**config.mk**
```make
export PLATFORM = sky130hd
export DESIGN_NAME = shift_seq
export DESIGN_NICKNAME = d
export VERILOG_FILES = /design/src/rtl/shift_seq.sv
export SDC_FILE = /design/constraint.sdc
export NUM_CORES = 1
export LEC_CHECK = 0
export ABC_CLOCK_PERIOD_IN_PS = 3100
export CORE_MARGIN = 1
export CORE_UTILIZATION = 47
export CTS_CLUSTER_DIAMETER = 120
export DETAILED_ROUTE_END_ITERATION = 16
export PLACE_DENSITY = 0.81
export SKIP_LAST_GASP = 1
export SLEW_MARGIN = 20
export SYNTH_ARGS = -nofsm -noshare
export SYNTH_HDL_FRONTEND = slang
export SYNTH_SLANG_ARGS = --single-unit
```
**constraint.sdc**
```tcl
create_clock -name clk -period 3.1 [get_ports clk]
set_clock_uncertainty 0.2 [all_clocks]
set_input_delay 0.31 -clock clk [delete_from_list [all_inputs] [get_ports clk]]
set_output_delay 0.31 -clock clk [all_outputs]
set_load 0.05 [all_outputs]
```
**src/rtl/shift_seq.sv**
```systemverilog
// Multi-pass shift sequencer driving an external 16-bit barrel shifter (max 15 bits per pass).
// Optional macro SHIFT_SEQ_ASR_EN enables arithmetic right shift with sign fill via inversion.
//
// state | meaning
// IDLE  | waiting for a command, in_ready high
// EXEC  | one shifter pass per cycle until the remaining amount reaches zero
// DONE  | result and flags presented, waiting for out_ready
module shift_seq (
   input  logic        clk,
   input  logic        rst_n,
   input  logic        in_valid,
   output logic        in_ready,
   input  logic [1:0]  in_op,
   input  logic [4:0]  in_amt,
   input  logic [15:0] in_data,
   output logic [3:0]  sh_shift,
   output logic        sh_lr,
   output logic [15:0] sh_in,
   input  logic [15:0] sh_out,
   output logic        out_valid,
   input  logic        out_ready,
   output logic [15:0] out_data,
   output logic        out_z,
   output logic        out_n,
   output logic        out_c
);

   typedef enum logic [1:0] {IDLE, EXEC, DONE} state_t;

   state_t      state_q, state_d;
   logic [1:0]  op_q, op_d;
   logic [15:0] work_q, work_d;
   logic [4:0]  rem_q, rem_d;
   logic        out_valid_q, out_valid_d;
   logic [15:0] out_data_q, out_data_d;
   logic        out_z_q, out_z_d;
   logic        out_n_q, out_n_d;
   logic        out_c_q, out_c_d;
`ifdef SHIFT_SEQ_ASR_EN
   logic        inv_q, inv_d;
`endif

   logic [3:0]  k;
   logic [4:0]  rem_next;
   logic        is_left;
   logic        carry;
   logic [15:0] shifter_in;
   logic [15:0] shifter_res;

   always_comb begin
      k        = (rem_q > 5'd15) ? 4'd15 : rem_q[3:0];
      rem_next = rem_q - {1'b0, k};
      is_left  = (op_q == 2'b00);
      // Carry is the last bit pushed out, taken from the true (uninverted) working value.
      if (k == 4'd0)
         carry = 1'b0;
      else if (is_left)
         carry = work_q[4'd0 - k];
      else
         carry = work_q[k - 4'd1];
`ifdef SHIFT_SEQ_ASR_EN
      shifter_in  = inv_q ? ~work_q : work_q;
      shifter_res = inv_q ? ~sh_out : sh_out;
`else
      shifter_in  = work_q;
      shifter_res = sh_out;
`endif
   end

   assign in_ready  = rst_n && (state_q == IDLE);
   assign sh_shift  = (state_q == EXEC) ? k : 4'd0;
   assign sh_lr     = (state_q == EXEC) && is_left;
   assign sh_in     = (state_q == EXEC) ? shifter_in : 16'h0000;
   assign out_valid = out_valid_q;
   assign out_data  = out_data_q;
   assign out_z     = out_z_q;
   assign out_n     = out_n_q;
   assign out_c     = out_c_q;

   always_comb begin
      state_d     = state_q;
      op_d        = op_q;
      work_d      = work_q;
      rem_d       = rem_q;
      out_valid_d = out_valid_q;
      out_data_d  = out_data_q;
      out_z_d     = out_z_q;
      out_n_d     = out_n_q;
      out_c_d     = out_c_q;
`ifdef SHIFT_SEQ_ASR_EN
      inv_d       = inv_q;
`endif
      case (state_q)
         IDLE: begin
            if (in_valid) begin
               op_d    = in_op;
               work_d  = in_data;
               rem_d   = in_amt;
               state_d = EXEC;
`ifdef SHIFT_SEQ_ASR_EN
               inv_d   = (in_op == 2'b10) && in_data[15];
`endif
            end
         end
         EXEC: begin
            work_d = shifter_res;
            rem_d  = rem_next;
            if (rem_next == 5'd0) begin
               state_d     = DONE;
               out_valid_d = 1'b1;
               out_data_d  = shifter_res;
               out_z_d     = (shifter_res == 16'h0000);
               out_n_d     = shifter_res[15];
               out_c_d     = carry;
            end
         end
         DONE: begin
            if (out_ready) begin
               state_d     = IDLE;
               out_valid_d = 1'b0;
            end
         end
         default: state_d = IDLE;
      endcase
   end

   always_ff @(posedge clk or negedge rst_n) begin
      if (!rst_n) begin
         state_q     <= IDLE;
         op_q        <= 2'b00;
         work_q      <= 16'h0000;
         rem_q       <= 5'd0;
         out_valid_q <= 1'b0;
         out_data_q  <= 16'h0000;
         out_z_q     <= 1'b0;
         out_n_q     <= 1'b0;
         out_c_q     <= 1'b0;
`ifdef SHIFT_SEQ_ASR_EN
         inv_q       <= 1'b0;
`endif
      end else begin
         state_q     <= state_d;
         op_q        <= op_d;
         work_q      <= work_d;
         rem_q       <= rem_d;
         out_valid_q <= out_valid_d;
         out_data_q  <= out_data_d;
         out_z_q     <= out_z_d;
         out_n_q     <= out_n_d;
         out_c_q     <= out_c_d;
`ifdef SHIFT_SEQ_ASR_EN
         inv_q       <= inv_d;
`endif
      end
   end

endmodule

```
# Yosys cells after proc, flatten, opt, wreduce, memory -nomap -nowiden
# Cells that the tools add are included.
classes:
  div: 0
  n_mux: 20
  order_cmp: 3
  shifts: 0
  reduce_logical: 14
  addsub: 3
  n_eq_ne: 5
  bitwise_logic: 0
  multipliers: 0
ops:
  columns: ["operator", "n"]
  rows:
  - ["16-bit 2-to-1 mux", 2]
  - ["16-bit case mux with 2 select lines", 1]
  - ["16-bit zero test", 1]
  - ["4-bit by 5-bit < comparator with 1-bit output, second input constant", 2]
  - ["5-bit case mux with 2 select lines", 1]
  - ["1-bit binary-select mux with 4-bit select", 2]
  - ["4-bit 2-to-1 mux", 2]
  - ["1-bit 2-to-1 mux", 6]
  - ["2-bit 2-to-1 mux", 3]
  - ["2-bit case mux with 3 select lines", 1]
  - ["2-bit AND reduction", 3]
  - ["3-bit AND reduction", 2]
  - ["5-bit by 4-bit > comparator with 1-bit output, second input constant", 1]
  - ["5-bit zero test", 1]
  - ["5-bit 2-to-1 mux", 1]
  - ["5-bit by 4-bit subtractor with 5-bit output", 1]
  - ["2-bit zero test", 2]
  - ["4-bit zero test", 1]
  - ["2-bit != test, second input constant", 2]
  - ["2-bit nonzero test", 2]
  - ["1-bit by 4-bit subtractor with 4-bit output, first input constant", 1]
  - ["4-bit by 1-bit subtractor with 4-bit output, second input constant", 1]
  - ["2-bit by 1-bit equality test with 1-bit output, second input constant", 1]
  - ["2-bit equality test, second input constant", 1]
  - ["3 further kinds", 4]
word_totals:
  latch_bits: 0
  rom_bits: 0
  word_cells: 54
  mem_bits_rw: 0
  reg_bits: 45
  mem_count: 0

# Logic depth before layout (Yosys ltp)
depth:
  ltp_word: 7
  depth_mapped: 10
  ltp_nobuf: 8

# Least setup slack after synthesis
# Ideal clock, no wire load.
synth_timing:
  path_kind: "flip-flop to flip-flop"
  from: "register rem_q[4]"
  to: "register out_c_q, in the netlist out_c"
  arrival_time_ns: 2.512
  setup_slack_ns: 0.257
  period_less_slack_ns: 2.843
  t_required_ns: 2.768
  n_path_buf: 2
  stages_incl_launch_ff: 10
  cell_sequence: "dfrtp_1 > clkbuf_1 > clkbuf_1 > nand2b_1 > ha_1 > or3_4 > a221o_2 > nor2_8 > o221a_2 > a31oi_1"
synth_between:
  elab_chain_len: 7
  elab_cells_between_ends: 14
  classes_between: "add/sub: 3; order compare: 1; mux: 7; reduce/logical: 3"
synth_rtl:
  columns: ["item", "line_no", "source"]
  rows:
  - ["start: declaration", "33", "logic [4:0] rem_q, rem_d;"]
  - ["start signal: assignment", "145", "rem_q <= rem_d;"]
  - ["5-bit by 4-bit > comparator with 1-bit output", "51", "k = (rem_q > 5'd15) ? 4'd15 : rem_q[3:0];"]
  - ["4-bit 2-to-1 mux", "51", null]
  - ["4-bit by 1-bit subtractor with 4-bit output / 1-bit by 4-bit subtractor with 4-bit output (equally long branches)", "60, 58", null]
  - ["1-bit binary-select mux with 4-bit select (on tied branches)", "60, 58", null]
  - ["1-bit 2-to-1 mux (on tied branches)", "60, 58", null]
  - ["1-bit 2-to-1 mux", "57", "else if (is_left)"]
  - ["1-bit 2-to-1 mux", "55", "if (k == 4'd0)"]
  - ["end signal: assignment", "150", "out_c_q <= out_c_d;"]
  - ["end: declaration", "38", "logic out_c_q, out_c_d;"]
# Parallel ways exist; a longest one is shown, timed or not. The select of a mux whose other input is x is not followed.
# A chain may end at the register's enable or synchronous reset.

# Worst setup path after layout
# Same ends and word-level chain as after synthesis.

==> flow_summary.json <==
{
  "status": "complete, but fails checks",
  "failed_checks": "DRC",
  "rsz0062_at_grt": "false",
  "cap_violations": 0,
  "finalSetupViolCount": 0,
  "ys_types": 49,
  "overflow": 0,
  "syn-cell-area_mm2": 0.00267,
  "startpoint_type": "flop",
  "io_buffers": 84,
  "synth_area_leaders": "dfrtp_1 (41%), nand2_1 (11%), mux2i_1 (8.3%), o21ai_0 (4.5%), and2_1 (3.8%)",
  "worstSkewPairLatency_ns": 0.30,
  "cts_tree": "built",
  "timing.critical_path.fanout_max": 17,
  "register_area_mm2": 0.00110,
  "synthFlopType": "dfrtp_1",
  "cts_setup_buffers": 0,
  "synth_top_family_by_area": "simple AND/OR/NAND/NOR gates",
  "critical_path_required_ns": 3.07,
  "avgRoutedWirePerCell_um": 16.1,
  "yosys.area_share.adder_pct": 1.88,
  "finalCritPeriodShare_pct": 90.7,
  "ant_nets": 0,
  "cts_root_buffer": "clkbuf_8",
  "vias": 2559,
  "worstMarginPinSlew_ns": 0.563,
  "hold_viol": 0,
  "drt-initial-drc-count": 251,
  "ys_warn_count": 0,
  "dp_cells": 445,
  "clkSinkCount": 44,
  "grt_pass1_wl_um": 11700,
  "synth_nets": 350,
  "cts_buffers": 5,
  "gp_congestion": 0.857,
  "critPathKind": "flop to flop",
  "antennaDiodeCount": 0,
  "fmax_ghz": 0.356,
  "grt_max_degree": 45,
  "synth_mux_area_share_pct": 12.5,
  "dieWidth_um": 77.3,
  "avgSynthCellArea_um2": 8.80,
  "synth_xor_area_share_pct": 0.986,
  "ys_ff_latch": 44,
  "dp_hpwl_um": 5410,
  "slew_viol_final": 0,
  "area_growth_pct": 35.2,
  "start_util_pct": 48.7,
  "synthSimpleGateAreaFrac_pct": 25.1,
  "synth-async-reset-ratio_pct": 100,
  "synth_compound_area_share_pct": 13.9,
  "post-route-drc-count": 2,
  "drive_gt1_share_pct": 12.0,
  "final.min_clock_period_ns": 2.81,
  "synth_top_area_share_pct": 41.3,
  "nNetsFinal": 428,
  "cp.arrival_ns": 2.78,
  "antenna_found_initial": 0,
  "synthCells": 303,
  "ios": 85,
  "cp-end-kind": "flop",
  "dieArea_mm2": 0.00598,
  "hold_class": "flop to flop",
  "multi_input_comb_area_mm2": 0.00146,
  "seq_area_frac_synth_pct": 41.3,
  "synth.largest_area_cell": "dfrtp_1",
  "viasPerCell": 5.64,
  "detail_route.first_pass.iterations": 10,
  "dieHeight_um": 77.3,
  "setup_tns_ns": 0,
  "cts.path.max_buffers": 2,
  "final_util_pct": 65.8,
  "grt_pass1_vias": 2387,
  "fillerInstances": 484,
  "setup_slack_ns": 0.289,
  "wirelength_um": 7290,
  "fp-row-count": 27,
  "layout.cells.non_filler": 454,
  "track_usage_pct": 24.8,
  "core_area_mm2": 0.00547,
  "synth_edf_count": 0,
  "slew_headroom_pct": 62.4,
  "htreeDepth": 2,
  "clkTransAtPathRegs_ns": 0.09,
  "dpl_worst_slack_ns": 0.318
}
==> per-layer routing <==
layer | vias to the layer above | GRT usage (%) | share of wire, %
met1 | 1232 | 34.6 | 44
met5 | - | 0 | 0
met3 | 11 | 4.29 | 7.3
met4 | 0 | 9.06 | 1.7
met2 | 112 | 38.6 | 47
li1 | 1204 | - | -
==> metrics by stage <==
stage | hold WS, ns | cell area, um^2
after global routing | 0.312 | 3600
after global placement | 0.251 | 3500
after floorplan | -0.186 | 2670
final | 0.282 | 3600
after CTS | 0.288 | 3600
after detailed placement | 0.255 | 3500
==> cell families (layout without fill, tap and decap cells) <==
group,after synthesis,in the layout
AO/OA/AOI/OAI,57,57
adder cells (fa/ha/maj),4,4
AND/OR/NAND/NOR,142,142
buffers and inverters,24,103
flip-flops,44,44
multiplexers,29,29
XOR/XNOR,3,3
==> synthesized netlist by cell type (2+ instances only) <==
| master | n |
|---|---|
| a211o_1 | 2 |
| clkbuf_1 | 10 |
| a2111oi_0 | 2 |
| a211oi_1 | 3 |
| nand3_1 | 3 |
| nand2b_1 | 5 |
| mux2_2 | 4 |
| nor2b_1 | 4 |
| a22oi_1 | 2 |
| mux4_2 | 3 |
| mux2i_1 | 22 |
| nor3b_1 | 2 |
| dfrtp_1 | 44 |
| buf_6 | 2 |
| nand2_1 | 75 |
| o21ai_0 | 24 |
| nor4_1 | 4 |
| ha_1 | 4 |
| a21oi_1 | 6 |
| nor3_1 | 5 |
| a31oi_1 | 3 |
| inv_1 | 3 |
| o21a_1 | 2 |
| a21o_1 | 2 |
| buf_2 | 5 |
| o22ai_1 | 2 |
| nor2_1 | 20 |
| xnor2_1 | 2 |
| a22o_1 | 2 |
| and2_1 | 16 |
| buf_1 | 2 |
==> flip-flops by register name, indices dropped and copies added, names as in the netlist <==
| signal | flops |
|---|---|
| out_data | 16 |
| shifter_in | 16 |
| rem_q | 5 |
| op_q | 2 |
| state_q | 2 |
| out_c | 1 |
| out_valid | 1 |
| out_z | 1 |
==> worst max-delay path: stages (launching register included) <==
cell and delay, ns:
dfrtp_1 0.65, nand2b_1 0.18, ha_1 0.28, or3_4 0.35, a221o_2 0.48, nor2_8 0.24, o221a_2 0.23, a31oi_1 0.08
==> worst paths after layout <==
kind	slack (ns)	depth (start not counted)	end	start
hold reg to reg	0.28	2	out_data[6]	out_data[6]
setup reg to reg	0.29	7	out_c	rem_q[4]
max in group asynchronous	1.86	3	shifter_in[8]	rst_n
hold / removal	0.28	2	out_data[6]	out_data[6]
min in group asynchronous	0.45	3	rem_q[1]	rst_n
setup / recovery	0.29	7	out_c	rem_q[4]
==> placed cells by master, fill, tap and decap left out, types with 6 or more instances in the layout <==
master           count
a21oi_1              6
and2_1              16
buf_4               22
clkdlybuf4s50_1     67
dfrtp_1             44
mux2i_1             22
nand2_1             75
nor2_1              20
o21ai_0             24
==> cell type report <==
cell class                      instances  share of cell area [%]
Clock buffer                            6                    2.01
Clock inverter                          2                   0.452
Inverter                                4                   0.417
Multi-Input combinational cell        235                    40.4
Sequential cell                        44                    30.6
Tap cell                               72                    2.50
Timing Repair Buffer                   91                    23.6
==> repair_timing <==
action                                 in CTS  in global routing
resized for setup                           0                  0
hold buffers                                1                  0
endpoints found under the hold margin      44                  0
setup endpoints to repair                   0                  0
Power is not shown: default switching activity piles up to over one toggle a cycle in this logic, so the estimate is an artifact.
